--- src/rtl/tdm_pkg.sv ---
// tdm_pkg: shared state type and default link geometry for the TDM operand link
package tdm_pkg;
  localparam int TDM_W = 8;
  localparam int TDM_N = 4;
  typedef enum logic {IDLE, RUN} tdm_state_t;
endpackage

--- src/rtl/tdm_demux_if.sv ---
// tdm_demux_if: serial slot input and parallel frame bank output of the TDM receiver
interface tdm_demux_if import tdm_pkg::*; #(parameter int W = TDM_W, parameter int N = TDM_N) ();
  logic in_valid;
  logic in_sof;
  logic [W-1:0] in_data;
  logic [N*W-1:0] out_data;
  logic out_valid;
  logic out_ready;
  logic frame_err;
  logic overrun;
  modport master(output in_valid, in_sof, in_data, out_ready, input out_data, out_valid, frame_err, overrun);
  modport slave(input in_valid, in_sof, in_data, out_ready, output out_data, out_valid, frame_err, overrun);
endinterface

--- src/rtl/tdm_slot_counter.sv ---
// tdm_slot_counter: slot index with clear, load-to-1 and increment; flags the last slot
module tdm_slot_counter #(parameter int N = 4, parameter int SW = $clog2(N)) (
  input  logic          clk,
  input  logic          rst,
  input  logic          clr_i,
  input  logic          load_i,
  input  logic          inc_i,
  output logic [SW-1:0] cnt_o,
  output logic          last_o
);
  logic [SW-1:0] cnt_q, cnt_d;
  always_comb cnt_d = clr_i ? '0 : load_i ? SW'(1) : inc_i ? cnt_q + SW'(1) : cnt_q;
  always_ff @(posedge clk) begin
    if (rst) cnt_q <= '0;
    else cnt_q <= cnt_d;
  end
  assign cnt_o  = cnt_q;
  assign last_o = cnt_q == SW'(N - 1);
endmodule

--- src/rtl/tdm_demux.sv ---
// tdm_demux: routes serial slot words into a shadow bank and commits whole frames
// to a valid/ready parallel output, flagging mid-frame restarts and unconsumed overwrites.
module tdm_demux import tdm_pkg::*; #(parameter int W = TDM_W, parameter int N = TDM_N) (
  input logic        clk,
  input logic        rst,
  tdm_demux_if.slave bus
);
  localparam int SW = $clog2(N);
  tdm_state_t state_q, state_d;
  logic [N-2:0][W-1:0] shadow_q, shadow_d;
  logic [N*W-1:0] out_data_q, out_data_d;
  logic out_valid_q, out_valid_d;
  logic frame_err_q, frame_err_d;
  logic overrun_q, overrun_d;
  logic [SW-1:0] slot;
  logic last, sof_v, dat_v, commit;
  assign sof_v  = bus.in_valid & bus.in_sof;
  assign dat_v  = bus.in_valid & ~bus.in_sof & (state_q == RUN);
  assign commit = dat_v & last;
  tdm_slot_counter #(.N(N), .SW(SW)) u_cnt (
    .clk   (clk),
    .rst   (rst),
    .clr_i (commit),
    .load_i(sof_v),
    .inc_i (dat_v & ~last),
    .cnt_o (slot),
    .last_o(last)
  );
  always_comb begin
    state_d     = state_q;
    frame_err_d = 1'b0;
    shadow_d    = shadow_q;
    if (sof_v) begin
      state_d     = RUN;
      frame_err_d = state_q == RUN;
      shadow_d[0] = bus.in_data;
    end else if (commit) begin
      state_d = IDLE;
    end else if (dat_v) begin
      shadow_d[slot] = bus.in_data;
    end
  end
  // the final slot bypasses the shadow bank so the frame lands one cycle after its last word
  always_comb begin
    out_data_d  = commit ? {bus.in_data, shadow_q} : out_data_q;
    out_valid_d = commit | (out_valid_q & ~bus.out_ready);
    overrun_d   = commit & out_valid_q & ~bus.out_ready;
  end
  always_ff @(posedge clk) begin
    if (rst) begin
      state_q     <= IDLE;
      shadow_q    <= '0;
      out_data_q  <= '0;
      out_valid_q <= 1'b0;
      frame_err_q <= 1'b0;
      overrun_q   <= 1'b0;
    end else begin
      state_q     <= state_d;
      shadow_q    <= shadow_d;
      out_data_q  <= out_data_d;
      out_valid_q <= out_valid_d;
      frame_err_q <= frame_err_d;
      overrun_q   <= overrun_d;
    end
  end
  assign bus.out_data  = out_data_q;
  assign bus.out_valid = out_valid_q;
  assign bus.frame_err = frame_err_q;
  assign bus.overrun   = overrun_q;
endmodule
--- src/flat_wrapper.sv ---
// flat-port wrapper written by rule: the top's interface ports become plain ports
module tdm_demux_flat import tdm_pkg::*;
#(parameter int W = TDM_W, parameter int N = TDM_N)
  (clk, rst, bus_in_valid, bus_in_sof, bus_in_data, bus_out_ready, bus_out_data, bus_out_valid, bus_frame_err, bus_overrun);
  tdm_demux_if #(.W(W), .N(N)) bus_i ();
  input logic clk;
  input logic rst;
  input wire logic [$bits(bus_i.in_valid)-1:0] bus_in_valid;
  input wire logic [$bits(bus_i.in_sof)-1:0] bus_in_sof;
  input wire logic [$bits(bus_i.in_data)-1:0] bus_in_data;
  input wire logic [$bits(bus_i.out_ready)-1:0] bus_out_ready;
  output wire logic [$bits(bus_i.out_data)-1:0] bus_out_data;
  output wire logic [$bits(bus_i.out_valid)-1:0] bus_out_valid;
  output wire logic [$bits(bus_i.frame_err)-1:0] bus_frame_err;
  output wire logic [$bits(bus_i.overrun)-1:0] bus_overrun;
  assign bus_i.in_valid = bus_in_valid;
  assign bus_i.in_sof = bus_in_sof;
  assign bus_i.in_data = bus_in_data;
  assign bus_i.out_ready = bus_out_ready;
  assign bus_out_data = bus_i.out_data;
  assign bus_out_valid = bus_i.out_valid;
  assign bus_frame_err = bus_i.frame_err;
  assign bus_overrun = bus_i.overrun;
  tdm_demux #(.W(W), .N(N)) u_core (.clk(clk), .rst(rst), .bus(bus_i));
endmodule
--- config.mk ---
export PLATFORM = sky130hd
export DESIGN_NAME = tdm_demux_flat
export DESIGN_NICKNAME = d
export VERILOG_FILES = /design/src/rtl/tdm_pkg.sv /design/src/rtl/tdm_demux_if.sv /design/src/rtl/tdm_slot_counter.sv /design/src/rtl/tdm_demux.sv /design/src/flat_wrapper.sv
export SDC_FILE = /design/constraint.sdc
export NUM_CORES = 1
export LEC_CHECK = 0
export ABC_AREA = 1
export CAP_MARGIN = 20
export CORE_ASPECT_RATIO = 1.1
export CORE_UTILIZATION = 50
export CTS_CLUSTER_DIAMETER = 40
export DETAILED_ROUTE_END_ITERATION = 16
export GPL_ROUTABILITY_DRIVEN = 0
export PLACE_DENSITY = 0.77
export SKIP_CTS_REPAIR_TIMING = 1
export SLEW_MARGIN = 20
export SYNTH_ARGS = -nofsm -noshare
export SYNTH_HDL_FRONTEND = slang
export SYNTH_SLANG_ARGS = --single-unit
--- constraint.sdc ---
create_clock -name clk -period 4.1 [get_ports clk]
set_clock_uncertainty 0.2 [all_clocks]
set_input_delay 0.41 -clock clk [delete_from_list [all_inputs] [get_ports clk]]
set_output_delay 0.41 -clock clk [all_outputs]
set_load 0.01 [all_outputs]
==> results of run 1 <==
[power by group]
part / switching [W] / leakage, nW / total [W] / internal, W
Clock: 0.000235 / 0.108 / 0.000591 / 0.000356
Sequential: 0.00000687 / 0.502 / 0.000620 / 0.000613
Combinational: 0.0000440 / 0.876 / 0.0000724 / 0.0000283
[sequential cells by signal, summed over array words and instances (netlist names)]
signal	cells
u_core.state_q	1
u_core.bus.out_data	32
u_core.shadow_q	24
u_core.bus.overrun	1
u_core.u_cnt.cnt_o	2
u_core.bus.out_valid	1
u_core.bus.frame_err	1
[metrics by stage]
stage / instance area, sq um / power [W] / setup WS, ps / hold slack [ps]
after floorplan: 2480 / 0.000680 / 2490 / 226
after global placement: 2940 / 0.000704 / 1520 / 229
after detailed placement: 2940 / 0.000706 / 1490 / 232
after CTS: 3170 / 0.00129 / 1830 / 247
after global routing: 3170 / 0.00134 / 1650 / 262
final: 3170 / 0.00128 / 1840 / 244
[per-layer routing]
metal	vias up	GRT usage	wire length [um]
met1	922	0.248	2160
li1	1141	-	-
met2	45	0.353	2480
met5	-	0	0
met4	0	0.0959	76
met3	6	0.0811	261
[area by class of cell]
type | count | area share
multi-input cells | 221 | 0.307
flip-flops and latches | 62 | 0.392
inverters | 49 | 0.0581
clock inverters | 6 | 0.0269
repair buffers | 48 | 0.151
well taps | 56 | 0.0221
clock buffers | 10 | 0.0435
[kinds of logic (layout without fill, tap and decap cells)]
group,Yosys count,after routing,synth area share
AOI/OAI and AO/OA,11,11,0.0237
DFF,62,62,0.500
buffers and inverters,65,113,0.109
adders and majority gates,4,4,0.0202
and+or+nand+nor,206,206,0.347
[tightest hold or removal path, cell delays in order, from the launching register on]
cell     delay, ps
dfxtp_1        310
nand2_1         60
nand2_1         40
[placed cells by master, fill, tap and decap left out]
cell type,synthesis,final
clkbuf_8,0,10
dfxtp_1,62,62
nor3_1,2,2
o31ai_1,1,1
clkinvlp_4,0,2
nand3_1,12,12
o22ai_1,1,1
nand3b_1,1,1
a21oi_1,9,9
nand4_1,16,16
clkdlybuf4s50_1,0,47
nand2_2,1,1
inv_2,2,2
nand2_1,146,146
nand4_2,1,1
bufinv_16,0,2
clkinv_1,1,1
nor2_2,1,1
nand3_4,1,1
inv_1,46,46
ha_1,4,4
nor2_1,25,25
buf_4,5,1
clkinv_2,0,2
[worst max path at each step]
stage,slack (ps),depth (start not counted),to,startpoint
2_1_floorplan,2490,7,u_core.shadow_q[14],u_core.u_cnt.cnt_o[0]
3_3_place_gp,1520,6,u_core.bus.out_data[0],rst
3_5_place_dp,1490,6,u_core.bus.out_data[21],rst
4_1_cts,1830,6,u_core.bus.out_data[9],rst
5_1_grt,1650,6,u_core.bus.out_data[21],rst
6_report,1840,6,u_core.bus.out_data[19],rst
==> flow_summary.ini, run 1 <==
[run_status]
outcome = finished, final reports clean

[critical_path]
cp.required_ps = 4130
endpoint_kind = flip-flop
crit_type = primary input to flip-flop
critPathMostFrequentCell = nand2_1
reg2reg_from = u_core.u_cnt.cnt_o[0]
reg2reg_depth = 6
reg2reg_setup_slack_ps = 1970
crit_fanout = 33
crit_path_start_kind = primary input
arrival_ps = 2290
worstPathCellList = clkdlybuf4s50_1, clkinv_1, nand2_1, inv_2, nand2_1, nand2_1
cp_top_family = buffers and inverters
critPathBufInv = 3
r2r_end = u_core.bus.out_data[19]
slowest_stage = clkdlybuf4s50_1
slowest_delay_ps = 520

[yosys]
synth_top_cell_by_area = dfxtp_1
synth_top_area_frac = 0.500
yosysWarnings = 0
ys_seq_elements = 62
synthTopCellsByArea = dfxtp_1 50%, nand2_1 22%, inv_1 7.0%
synth_commonest_cells = 146 x nand2_1, 62 x dfxtp_1, 46 x inv_1
synthFlopType = dfxtp_1
post_synth.cell_area_avg_sq_um = 7.13
syn_inst = 348
synth_seq_area_share = 0.500
synth_most_common_cell = nand2_1
async_flop_share = 0
netlist-cell-type-count = 22
synth_nets = 365
syn_area_sq_um = 2480
synth_edf_count = 0

[detailed_routing]
vias = 2114
avgRoutedWirePerCell_um = 11.0
vias_per_cell = 4.68
drt_iter0_drc = 128
antenna_left = 0
drc = 0
dr.pass1.iters = 4
finalWirelength_mm = 4.97

[cells_and_area]
post-route-util = 0.671
drive_gt1_frac = 0.0581
regArea_sq_um = 1240
fin_cells = 452
area_growth_syn_to_layout_pct = 27.6
num_antenna_cells = 0
multi_input_area_sq_um = 971
num-fill-cells = 425
nets = 408

[clock_tree]
cts_sinks = 62
cts_max_path_buffers = 2
cts_tree = done
cts_buffers = 9
clk_latency_ps = 340
clk_pin_slew_ps = 70
cts-root-buf = clkbuf_8
cts_max_level = 3

[global_route]
track_usage = 0.215
antenna_found_initial = 0
gr-total-overflow = 0
grt_first_pass_wirelength_mm = 8.86
first_global_vias = 2057
grt_max_degree = 34

[power_and_ir_drop]
leakage_nw = 1.49
vdd_drop_max_v = 0.000367
p_per_area_nw_per_um2 = 405

[sta]
max_slew_margin = 0.584
tns_ps = 0
timing.final.crit_share = 0.551
rsz0062_at_grt = no
finalMaxSlewViolations = 0
period_needed_ps = 2260
worst_pin_slew_ps = 621
max_clock_freq_mhz = 442
hold_viol_final = 0
setup_violations = 0

[run]
cap_violations = 0

[place]
io_buffer_count = 47
dp_cells = 436
place_hpwl_mm = 3.41

[worst_hold_path]
min-delay-start = u_core.bus.out_data[31]
min_path_cells = 2
min_to = u_core.bus.out_data[31]
hold_path_class = flip-flop to flip-flop

[floorplan]
fp.dieH_um = 75.9
rows = 26
die_w_um = 69.2
core_sq_um = 4720
fp.dieArea_sq_um = 5250
initial_core_util = 0.526
io_pins = 48
Power figures use the tool's default switching activity.
==> run 2: changes to the inputs <==
Clock period 4.1 ns to 2.3 ns, I/O delays scaled along.
==> run 2 against run 1 <==
  * Clock power up 31%
  * Final cell count up 0.44%
  * Non-clock buffer count up 4
  * Die area unchanged
  * Wire length down 2.4%
  * Worst setup slack worse by 1200 ps
  * Via count up 2.1%
  * Total power up 57%
  * Sequential share of layout area up 0.31 points
  * Critical path type unchanged
==> flow_summary.ini, run 2 (synthesis results as in run 1) <==
[cells_and_area]
multi_input_area_sq_um = 971
nets = 412
largest_reg_flops = 32
num-fill-cells = 440
final_cell_mix = 146 x nand2_1, 62 x dfxtp_1, 47 x clkdlybuf4s50_1
num_antenna_cells = 0
fin_cells = 454
area_growth_syn_to_layout_pct = 26.6
drive_gt1_frac = 0.0578
final_common_cell = nand2_1
regArea_sq_um = 1240

[floorplan]
core_sq_um = 4720
initial_core_util = 0.526
die_w_um = 69.2
io_pins = 48
fp.dieH_um = 75.9
fp.dieArea_sq_um = 5250
rows = 26

[sta]
hold_viol_final = 0
worst_pin_slew_ps = 487
finalMaxSlewViolations = 0
max_slew_margin = 0.675
period_needed_ps = 1700
setup_violations = 0
timing.final.crit_share = 0.740
whs_ps = 242
rsz0062_at_grt = no
max_clock_freq_mhz = 588
tns_ps = 0

[detailed_routing]
drt_iter0_drc = 163
antenna_left = 0
vias = 2159
finalWirelength_mm = 4.85
drc = 0
vias_per_cell = 4.76
dr.pass1.iters = 4
avgRoutedWirePerCell_um = 10.7

[place]
dp_cells = 440
io_buffer_count = 47
place_hpwl_mm = 3.34

[critical_path]
crit_type = primary input to flip-flop
crit_path_start = bus_in_valid
reg2reg_depth = 7
r2r_end = u_core.shadow_q[15]
crit_path_start_kind = primary input
arrival_ps = 1770
endpoint_kind = flip-flop
reg2reg_setup_slack_ps = 610
crit_fanout = 20
cp.required_ps = 2370
critical_path.endpoint = u_core.shadow_q[15]
reg2reg_from = u_core.u_cnt.cnt_o[0]

[clock_tree]
cts_sinks = 62
cts-root-buf = clkbuf_8
clk_pin_slew_ps = 60
clk_latency_ps = 330
cts_tree = done
cts_max_level = 3
cts_buffers = 9
cts_max_path_buffers = 2

[global_route]
gr-total-overflow = 0
grt_max_degree = 33
grt_first_pass_wirelength_mm = 8.45
first_global_vias = 1972
track_usage = 0.202
antenna_found_initial = 0

[power_and_ir_drop]
leakage_nw = 1.48
p_per_area_nw_per_um2 = 642
vdd_drop_max_v = 0.000415

[run_status]
outcome = finished, final reports clean

[worst_hold_path]
hold_path_class = flip-flop to flip-flop

[run]
cap_violations = 0
==> run 2: changes by cell type in the layout (fill, tap and decap cells not counted), sizes merged <==
cell      previous run  this run
bufinv               2         0
clkinvlp             2         0
clkbuf              10        12
buf                  1         5
==> run 2: layout make-up <==
cell class,count,area share
inverters,49,0.0585
clock buffers,12,0.0462
well taps,56,0.0223
repair buffers,52,0.166
flip-flops and latches,62,0.395
clock inverters,2,0.00319
multi-input cells,221,0.309
==> run 2: metrics by stage <==
| step | util | worst slack, ps | area, sq um | total power [W] |
|---|---|---|---|---|
| floorplan | - | 687 | 2480 | 0.00121 |
| global placement | 0.633 | 331 | 2990 | 0.00126 |
| detailed placement | 0.633 | 283 | 2990 | 0.00126 |
| CTS | 0.666 | 592 | 3140 | 0.00203 |
| global route | 0.666 | 405 | 3140 | 0.00211 |
| finish | 0.666 | 598 | 3140 | 0.00202 |
==> run 2: power by group <==
group,internal [W],switching (W),leakage [nW]
sequential,0.00109,0.0000120,0.502
combinational,0.0000550,0.0000787,0.899
clock,0.000405,0.000372,0.0821
total,0.00155,0.000462,1.48
==> run 2: worst min path at each step <==
stage,from,to,slack (ps),cells past startpoint
final,u_core.bus.out_data[4],u_core.bus.out_data[4],240,2
after global routing,bus_in_data[2],u_core.bus.out_data[26],260,3
after CTS,u_core.bus.out_data[2],u_core.bus.out_data[2],240,2
after detailed placement,u_core.bus.out_data[4],u_core.bus.out_data[4],230,2
after global placement,u_core.bus.out_data[5],u_core.bus.out_data[5],230,2
after floorplan,bus_out_ready,u_core.bus.overrun,110,1
==> run 2: per-layer routing <==
metal	global-route usage	wire [um]	up-vias
met5	0	0	-
met3	0.0598	180	11
li1	-	-	1152
met1	0.239	2320	947
met2	0.327	2250	49
met4	0.108	110	0
==> run 2: worst max-delay path, stage by stage <==
cell,delay [ps]
clkdlybuf4s50_1,530
nand2_1,100
nor2_2,110
buf_4,240
nand3_1,280
nand2_1,130
inv_1,50
nor2_1,90
==> run 3: changes to the inputs <==
Clock period 2.3 ns to 1.6 ns, I/O delays scaled along.
==> run 3 against run 2 <==
  * Sequential share of layout area fell by 3.1 points
  * Final cell count increased by 3.3%
  * Critical path depth fell by 7
  * Via count up 4.0%
  * Utilization grew 5.6 points
  * Total power grew 59%
  * Worst setup slack worse by 560 ps
  * Clock power is 80% higher
  * Critical endpoint is now bus_out_data[22]
==> flow_summary.ini, run 3 (synthesis results as in run 1) <==
[run_status]
outcome = finished, final reports clean

[floorplan]
io_pins = 48
fp.dieH_um = 75.9
initial_core_util = 0.526
rows = 26
fp.dieArea_sq_um = 5250
core_sq_um = 4720
die_w_um = 69.2

[detailed_routing]
finalWirelength_mm = 5.23
antenna_left = 0
drt_iter0_drc = 110
drc = 0
vias_per_cell = 4.79
avgRoutedWirePerCell_um = 11.2
vias = 2246
dr.pass1.iters = 4

[critical_path]
reg2reg_setup_slack_ps = 100
r2r_end = u_core.shadow_q[22]
cp_top_family = buffers and inverters
slowest_delay_ps = 540
worstPathCellList = clkdlybuf4s50_1
slowest_stage = clkdlybuf4s50_1
arrival_ps = 1200
reg2reg_depth = 6
crit_type = flip-flop to primary output
cp.required_ps = 1240
crit_path_start_kind = flip-flop
worst-path-stages = 1
endpoint_kind = primary output
critPathBufInv = 1
critical_path.endpoint = bus_out_data[22]
reg2reg_from = u_core.u_cnt.cnt_o[0]
crit_fanout = 2
crit_path_start = u_core.bus.out_data[22]

[global_route]
antenna_found_initial = 0
first_global_vias = 2079
met3_usage = 0.0598
track_usage = 0.216
top_usage_layer = met2
grt_first_pass_wirelength_mm = 9.09
grt_max_degree = 25
gr-total-overflow = 0
grt_util_met2 = 0.365
grtUsageMet1 = 0.258

[sta]
setup_violations = 0
period_needed_ps = 1560
max_slew_margin = 0.755
timing.final.crit_share = 0.975
rsz0062_at_grt = no
hold_viol_final = 0
worst_pin_slew_ps = 367
max_clock_freq_mhz = 641
worst_slack_ps = 40.5
tns_ps = 0
finalMaxSlewViolations = 0

[clock_tree]
cts_tree = done
cts_sinks = 62
clk_latency_ps = 330
cts-root-buf = clkbuf_8
cts_max_path_buffers = 2
cts_max_level = 3
cts_buffers = 9
clk_pin_slew_ps = 70

[cells_and_area]
post-route-util = 0.723
num_antenna_cells = 0
final_common_cell = nand2_1
drive_gt1_frac = 0.104
num-fill-cells = 385
nets = 425
final_cell_mix = 146 x nand2_1, 61 x dfxtp_1, 45 x inv_1
area_growth_syn_to_layout_pct = 37.3
largest_reg_flops = 32

[power_and_ir_drop]
vdd_drop_max_v = 0.000680
leakage_nw = 1.95
p_int_w = 0.00247
p_per_area_nw_per_um2 = 940
seqPwrFrac = 0.496
p_comb_frac = 0.069
power_switching_w = 0.000732
clockPowerShare = 0.435
p_sw_frac = 0.228

[run]
cap_violations = 0

[place]
pre_cts_ws_ps = -236
place_hpwl_mm = 3.70
io_buffer_count = 47

[worst_hold_path]
hold_path_class = primary input to flip-flop
-- run 3: how the worst min path moves through the flow --
stage | start | to | slack [ps] | cells past startpoint
6_report | bus_out_ready | u_core.bus.overrun | 200 | 2
3_3_place_gp | u_core.bus.out_data[27] | u_core.bus.out_data[27] | 230 | 2
3_5_place_dp | u_core.bus.out_data[1] | u_core.bus.out_data[1] | 230 | 2
2_1_floorplan | bus_out_ready | u_core.bus.overrun | 40 | 1
5_1_grt | bus_in_data[2] | u_core.bus.out_data[26] | 190 | 3
4_1_cts | bus_out_ready | u_core.bus.overrun | 190 | 2
-- run 3: area by class of cell --
type | count | area [sq um] | area share
Clock buffer | 11 | 151 | 0.0444
Clock inverter | 5 | 57.6 | 0.0169
Inverter | 49 | 184 | 0.0540
Multi-Input combinational cell | 221 | 981 | 0.288
Sequential cell | 62 | 1240 | 0.365
Tap cell | 56 | 70.1 | 0.0206
Timing Repair Buffer | 65 | 722 | 0.212
-- run 3: power by group through the flow --
stage / logic, W / registers [W] / clock network (W)
finish: 0.000220 / 0.00159 / 0.00140
global route: 0.000245 / 0.00159 / 0.00152
CTS: 0.000217 / 0.00159 / 0.00142
detailed placement: 0.000215 / 0.00162 / 0
global placement: 0.000211 / 0.00162 / 0
floorplan: 0.000124 / 0.00162 / 0
-- run 3: stage by stage --
| step | hold slack, ps | power (W) | cells | instance area (sq um) |
|---|---|---|---|---|
| 6_report | 201 | 0.00320 | 469 | 3410 |
| 5_1_grt | 189 | 0.00336 | 469 | 3410 |
| 4_1_cts | 189 | 0.00322 | 469 | 3340 |
| 3_5_place_dp | 232 | 0.00184 | 453 | 3130 |
| 3_3_place_gp | 227 | 0.00183 | 453 | 3130 |
| 2_1_floorplan | 36.8 | 0.00174 | 348 | 2480 |
-- run 3: routing by layer --
metal | share of wire | up-vias
li1 | - | 1180
met1 | 0.43 | 1005
met2 | 0.51 | 56
met3 | 0.044 | 5
met4 | 0.012 | 0
met5 | 0 | -
